[src/rtl/mem_pkg.sv]
`default_nettype none
// ============================================================================
// Module      : mem_pkg
// Description : Shared encodings, control-bit positions and FSM type for the
//               MEM pipeline stage.
// Revision    : 1.0 - initial release
// ============================================================================
package mem_pkg;

    localparam logic [1:0] LS_BYTE    = 2'b00;
    localparam logic [1:0] LS_HALF    = 2'b01;
    localparam logic [1:0] LS_WORD    = 2'b10;
    localparam logic [1:0] LS_ILLEGAL = 2'b11;

    localparam int CTRL_REG_WRITE = 0;
    localparam int CTRL_MEM_READ  = 4;
    localparam int CTRL_MEM_WRITE = 5;

    typedef enum logic [0:0] {
        IDLE = 1'b0,
        BUSY = 1'b1
    } state_t;

    // Natural alignment check; the illegal size code is always rejected.
    function automatic logic is_misaligned(input logic [1:0] ls, input logic [1:0] addr_lo);
        case (ls)
            LS_BYTE: is_misaligned = 1'b0;
            LS_HALF: is_misaligned = addr_lo[0];
            LS_WORD: is_misaligned = (addr_lo != 2'b00);
            default: is_misaligned = 1'b1;
        endcase
    endfunction

endpackage
`default_nettype wire

[src/rtl/mem_load_align.sv]
`default_nettype none
// ============================================================================
// Module      : mem_load_align
// Description : Byte-lane steering: load extraction/extension plus the
//               matching byte enables and replicated store data.
// Revision    : 1.0 - initial release
// ============================================================================
module mem_load_align
    import mem_pkg::*;
(
    input  logic [31:0] i_rdata,
    input  logic [31:0] i_store_data,
    input  logic [1:0]  i_addr_lo,
    input  logic [1:0]  i_ls,
    input  logic        i_sign_flag,
    output logic [31:0] o_load_data,
    output logic [3:0]  o_be,
    output logic [31:0] o_wdata
);

    logic [7:0]  w_byte;
    logic [15:0] w_half;

    assign w_byte = i_rdata[{i_addr_lo, 3'b000} +: 8];
    assign w_half = i_rdata[{i_addr_lo[1], 4'b0000} +: 16];

    always_comb begin
        o_load_data = i_rdata;
        o_be        = 4'b1111;
        o_wdata     = i_store_data;
        case (i_ls)
            LS_BYTE: begin
                o_load_data = {{24{i_sign_flag & w_byte[7]}}, w_byte};
                o_be        = 4'b0001 << i_addr_lo;
                o_wdata     = {4{i_store_data[7:0]}};
            end
            LS_HALF: begin
                o_load_data = {{16{i_sign_flag & w_half[15]}}, w_half};
                o_be        = i_addr_lo[1] ? 4'b1100 : 4'b0011;
                o_wdata     = {2{i_store_data[15:0]}};
            end
            default: begin
                o_load_data = i_rdata;
                o_be        = 4'b1111;
                o_wdata     = i_store_data;
            end
        endcase
    end

endmodule
`default_nettype wire

[src/rtl/mem_access_stage.sv]
`default_nettype none
// ============================================================================
// Module      : mem_access_stage
// Description : MEM pipeline stage driving a req/ack data bus, stalling the
//               upstream pipe while an access is outstanding.
// Revision    : 1.0 - initial release
// ============================================================================
module mem_access_stage
    import mem_pkg::*;
#(
    parameter int XLEN = 32
) (
    input  logic            clk,
    input  logic            rst,
    input  logic            in_valid,
    input  logic [XLEN-1:0] in_pc,
    input  logic [4:0]      in_reg_addr,
    input  logic [7:0]      in_control,
    input  logic [XLEN-1:0] in_alu_result,
    input  logic [XLEN-1:0] in_write_data,
    input  logic [1:0]      in_ls,
    input  logic            in_sign_flag,
    output logic            stall,
    output logic            dmem_req,
    output logic            dmem_we,
    output logic [XLEN-1:0] dmem_addr,
    output logic [XLEN-1:0] dmem_wdata,
    output logic [3:0]      dmem_be,
    input  logic            dmem_ack,
    input  logic [XLEN-1:0] dmem_rdata,
    output logic            out_valid,
    output logic [XLEN-1:0] out_pc,
    output logic [4:0]      out_reg_addr,
    output logic [7:0]      out_control,
    output logic [XLEN-1:0] out_wb_data,
    output logic            out_misalign
);

    state_t          r_state;
    state_t          w_next_state;
    logic [XLEN-1:0] r_pc;
    logic [XLEN-1:0] r_addr;
    logic [XLEN-1:0] r_store_data;
    logic [4:0]      r_reg_addr;
    logic [7:0]      r_control;
    logic [1:0]      r_ls;
    logic            r_sign;
    logic            r_we;

    logic            w_busy;
    logic            w_mem_op;
    logic            w_misalign;
    logic            w_accept;
    logic            w_fire;
    logic            w_fire_mis;
    logic [XLEN-1:0] w_fire_pc;
    logic [4:0]      w_fire_rd;
    logic [7:0]      w_fire_ctrl;
    logic [XLEN-1:0] w_fire_wb;
    logic [31:0]     w_load_data;
    logic [3:0]      w_lane_be;
    logic [31:0]     w_lane_wdata;

    assign w_busy     = (r_state == BUSY);
    assign w_mem_op   = in_control[CTRL_MEM_READ] | in_control[CTRL_MEM_WRITE];
    assign w_misalign = is_misaligned(in_ls, in_alu_result[1:0]);

    mem_load_align u_align (
        .i_rdata      (dmem_rdata),
        .i_store_data (r_store_data),
        .i_addr_lo    (r_addr[1:0]),
        .i_ls         (r_ls),
        .i_sign_flag  (r_sign),
        .o_load_data  (w_load_data),
        .o_be         (w_lane_be),
        .o_wdata      (w_lane_wdata)
    );

    // Bus signals decode only registered state, so reset drops them at once.
    assign stall      = w_busy;
    assign dmem_req   = w_busy;
    assign dmem_we    = w_busy & r_we;
    assign dmem_addr  = w_busy ? {r_addr[XLEN-1:2], 2'b00} : '0;
    assign dmem_be    = w_busy ? w_lane_be : 4'b0000;
    assign dmem_wdata = w_busy ? w_lane_wdata : '0;

    always_ff @(posedge clk or posedge rst) begin
        if (rst) begin
            r_state <= IDLE;
        end else begin
            r_state <= w_next_state;
        end
    end

    always_comb begin
        w_next_state = r_state;
        w_accept     = 1'b0;
        w_fire       = 1'b0;
        w_fire_mis   = 1'b0;
        w_fire_pc    = in_pc;
        w_fire_rd    = in_reg_addr;
        w_fire_ctrl  = in_control;
        w_fire_wb    = in_alu_result;
        case (r_state)
            IDLE: begin
                if (in_valid) begin
                    if (!w_mem_op) begin
                        w_fire = 1'b1;
                    end else if (w_misalign) begin
                        w_fire                      = 1'b1;
                        w_fire_mis                  = 1'b1;
                        w_fire_wb                   = '0;
                        w_fire_ctrl[CTRL_REG_WRITE] = 1'b0;
                    end else begin
                        w_accept     = 1'b1;
                        w_next_state = BUSY;
                    end
                end
            end
            BUSY: begin
                if (dmem_ack) begin
                    w_next_state = IDLE;
                    w_fire       = 1'b1;
                    w_fire_pc    = r_pc;
                    w_fire_rd    = r_reg_addr;
                    w_fire_ctrl  = r_control;
                    w_fire_wb    = r_we ? r_addr : w_load_data;
                end
            end
            default: w_next_state = IDLE;
        endcase
    end

    always_ff @(posedge clk or posedge rst) begin
        if (rst) begin
            r_pc         <= '0;
            r_addr       <= '0;
            r_store_data <= '0;
            r_reg_addr   <= '0;
            r_control    <= '0;
            r_ls         <= LS_BYTE;
            r_sign       <= 1'b0;
            r_we         <= 1'b0;
        end else if (w_accept) begin
            r_pc         <= in_pc;
            r_addr       <= in_alu_result;
            r_store_data <= in_write_data;
            r_reg_addr   <= in_reg_addr;
            r_control    <= in_control;
            r_ls         <= in_ls;
            r_sign       <= in_sign_flag;
            r_we         <= in_control[CTRL_MEM_WRITE];
        end
    end

    // Result fields hold between pulses; only out_valid is a strobe.
    always_ff @(posedge clk or posedge rst) begin
        if (rst) begin
            out_valid    <= 1'b0;
            out_pc       <= '0;
            out_reg_addr <= '0;
            out_control  <= '0;
            out_wb_data  <= '0;
            out_misalign <= 1'b0;
        end else begin
            out_valid <= w_fire;
            if (w_fire) begin
                out_pc       <= w_fire_pc;
                out_reg_addr <= w_fire_rd;
                out_control  <= w_fire_ctrl;
                out_wb_data  <= w_fire_wb;
                out_misalign <= w_fire_mis;
            end
        end
    end

endmodule
`default_nettype wire

[config.mk]
export PLATFORM = sky130hd
export DESIGN_NAME = mem_access_stage
export DESIGN_NICKNAME = d
export VERILOG_FILES = /design/src/rtl/mem_pkg.sv /design/src/rtl/mem_load_align.sv /design/src/rtl/mem_access_stage.sv
export SDC_FILE = /design/constraint.sdc
export NUM_CORES = 1
export LEC_CHECK = 0
export ABC_AREA = 1
export CORE_ASPECT_RATIO = 0.7
export CORE_MARGIN = 2
export CORE_UTILIZATION = 48
export DETAILED_ROUTE_END_ITERATION = 8
export GPL_TIMING_DRIVEN = 0
export HOLD_SLACK_MARGIN = 0.08
export MAX_ROUTING_LAYER = met4
export PLACE_DENSITY = 0.81
export SLEW_MARGIN = 25
export SYNTH_ARGS = -nofsm -noshare
export SYNTH_HDL_FRONTEND = slang
export SYNTH_SLANG_ARGS = --single-unit
[constraint.sdc]
create_clock -name clk -period 6.3 [get_ports clk]
set_input_delay 0.63 -clock clk [delete_from_list [all_inputs] [get_ports clk]]
set_output_delay 0.63 -clock clk [all_outputs]
set_load 0.01 [all_outputs]
==> results.md <==
- Max VDD drop: 0.251 mV
- Final setup viols: 0
- Sequential area share after synthesis: 48.6%
- Resized cells post-CTS: 0
- Hold_sp: r_control[6]
- Largest family of logic cells by synthesized area: simple AND/OR/NAND/NOR gates
- Most common cell in the synthesized netlist: nand2_1
- Hold Fails Final Rpt: 0
- Final Max Tran Viols: 0
- Mapped Cells: 1,337
- Post-CTS repair timing setup buffer count: 0
- DPL Wire Length: 27.1 mm
- Crit-path max FO: 10
- Max Cap Viol: 0
- Vias: 10,700
- Outcome: complete, no violations
- TritonCTS clock tree: yes
- First-pass GRT wire length: 55.9 mm
- Pre-antenna DRT Iters: 8
- Root buf cell: clkbuf_16
- FP Rows: 43
- Max_slew headroom: just over 50%
- Synth Area in XOR/XNOR: 0%
- Inserted Clock Buffers: 17
- Worst r2r src: dmem_req
- Crit end category: output port
- Flops & latches, synth: 192
- Smallest hold slack: 0.475 ns
- Port Buffers: 295
- Leading post-synthesis cells by cell area: dfrtp_1 49%, nand2_1 15%, nand3_1 7.2%, nor2_1 5.3%, a21oi_1 5.3%
- Adder-Cell Fraction of Synth Area: 0%
- Post-Place Cell Area: ~13,000 sq um
- Wire per inst: between 15 and 20 microns
- CP Launch Point: dmem_req
- Fmax: 290 MHz
- Cell Pwr Density: 330 nW/um^2
- Setup Skew: 0.0105 ns
- Syn Std Cell Area: roughly 9900 sq um
- Synth top area share: 48.6%
- Post-Synth Simple-Gate Area: 29.4%
- Iter 0 DRT Violations: 1,050
- Reg clk slew, reported paths: roughly 0.08 ns
- Dpl ws: 3.40 ns
- Starting density of the core: 49.4%
- HP Class: reg2reg
- Fin area: 13,900 sq um
- Routed vias/inst: 5.54
- Longest Clk Path Bufs: 2
- Cell taking the most area after synthesis: dfrtp_1
- Hold buffer count at cts: 0
- Vias in the first global route: about 10,000
- Asr flop ratio synth: between 90% and 100%
- GR Overflow Total: 0
- CP startpoint kind: flop
- Arr. time, crit path: between 2 and 3 ns
- Post-route worst setup slack: 2.86 ns
- Setup TNS: 0 ns
- Antenna Cells: 0
- Clk_lat worst skew: 0.45 ns
- Post-Route WL: around 37 mm
- Clock Sinks: approximately 190
- Final core occ: 69.4%
- GPL Wtd Cong: 0.957
- Synth cell types: 28
- Most used DFF post-synth: dfrtp_1
- Crit Path Class: reg2out
- Die area: between 20,000 and 25,000 sq um
- Residual DRC: 0
- Sequential Area: 4800 sq um
- Antenna violations before repair: 0
- Post-DRT Antenna Nets: 0
- Mean Syn Cell Area: 7.39 sq um
- Pin count of the biggest net entering global routing: 78
- Slew @ Worst Pin: slightly above 0.7 ns
- Filler cells: about 1,700
- Post-synth EDFFs: 0
- Tmin final: 3.44 ns
- RSZ-0062 raised after global routing: no
- H-Tree Depth: 4
- Final period util: 54.6%
- Die Ht: 124 microns
- Share of layout cells above drive strength 1: 7.32%
- Multiplexer share of the synthesized area: 0%
- I/O pins: 298
- Post-synthesis compound-gate area fraction: 11.5%
- Die width: around 180 microns
- Worst path required time: ~5.7 ns
- Core ar.: between 20,000 and 25,000 sq um
- Area of the multi-input gates: between 4000 and 5000 sq um
- Synth top cells by count: 392 x nand2_1, 192 x dfrtp_1, 142 x nand3_1
- GRT Overall Usage: 34.7%
- Area grow syn2layout: 40.6%
- Leakage: about 0.0069 uW
- Fin nets: roughly 1,800
- Synth Warn #: 0
cell type report:
type                            count  area share (%)
Buffer                             93            3.75
Clock buffer                       17            3.06
Clock inverter                     15            1.67
Inverter                          138            3.78
Multi-Input combinational cell    915            29.1
Sequential cell                   192            34.6
Tap cell                          270            2.43
Timing Repair Buffer              297            21.6
worst paths after layout:
path | end | slack, ns | cells past startpoint
setup / recovery | dmem_wdata[23] | 2.86 | 5
hold / removal | r_control[6] | 0.47 | 2
setup reg to reg | out_control[7] | 4.31 | 5
hold reg to reg | r_control[6] | 0.47 | 2
max in group asynchronous | r_addr[25] | 4.68 | 4
min in group asynchronous | r_store_data[1] | 0.56 | 2
kinds of logic after synthesis:
family                 after synthesis
AO/OA/AOI/OAI                      209
buffers and inverters              231
flip-flops                         192
other                                1
AND/OR/NAND/NOR                    704
sequential cells by signal (all words and copies together), names as in the netlist:
signal and count:
out_control 8, out_wb_data 32, out_reg_addr 5, out_misalign 1, r_reg_addr 5, dmem_req 1
out_pc 32, r_sign 1, out_valid 1, r_ls 2, r_store_data 32, r_addr 32
r_pc 32, r_control 8
placed cells by master (no fill, tap or decap), types with 7 or more instances in the layout:
cell and count:
o22ai_1 11, a21oi_1 104, nand2_1 392, nand4_1 9, o21ai_0 41, buf_2 44, buf_4 7, nand2_2 7
clkinv_8 7, clkdlybuf4s50_1 295, inv_2 7, buf_6 12, a31oi_1 43, inv_1 129, nor2_1 140, dfrtp_1 192
clkbuf_1 24, nand3_1 142, clkbuf_16 17
critical path, stage by stage (launching register included):
cell	delay, ns
dfrtp_1	0.49
clkbuf_1	0.47
clkbuf_1	0.51
o21ai_0	0.17
nor2_1	0.17
clkdlybuf4s50_1	0.56
metrics by stage:
step           total power (uW)  instances
3_3_place_gp               3340       1903
4_1_cts                    4560       1937
5_1_grt                    4810       1937
3_5_place_dp               3380       1905
2_1_floorplan              2560       1338
6_report                   4580       1937
metal layers:
layer | vias to the layer above | share of wire, % | wire [microns] | GRT usage, %
met2 | 612 | 44 | 16200 | 52.3
met5 | - | 0 | 0 | -
met3 | 71 | 11 | 4100 | 8.15
met4 | 0 | 2.7 | 975 | 9.76
li1 | 4904 | - | - | -
met1 | 5152 | 42 | 15400 | 47.4
power by group:
group,internal [uW],switching [uW]
Sequential,1550,222
Clock,592,593
Combinational,740,889
No activity file was read; power rests on OpenSTA's default activity.
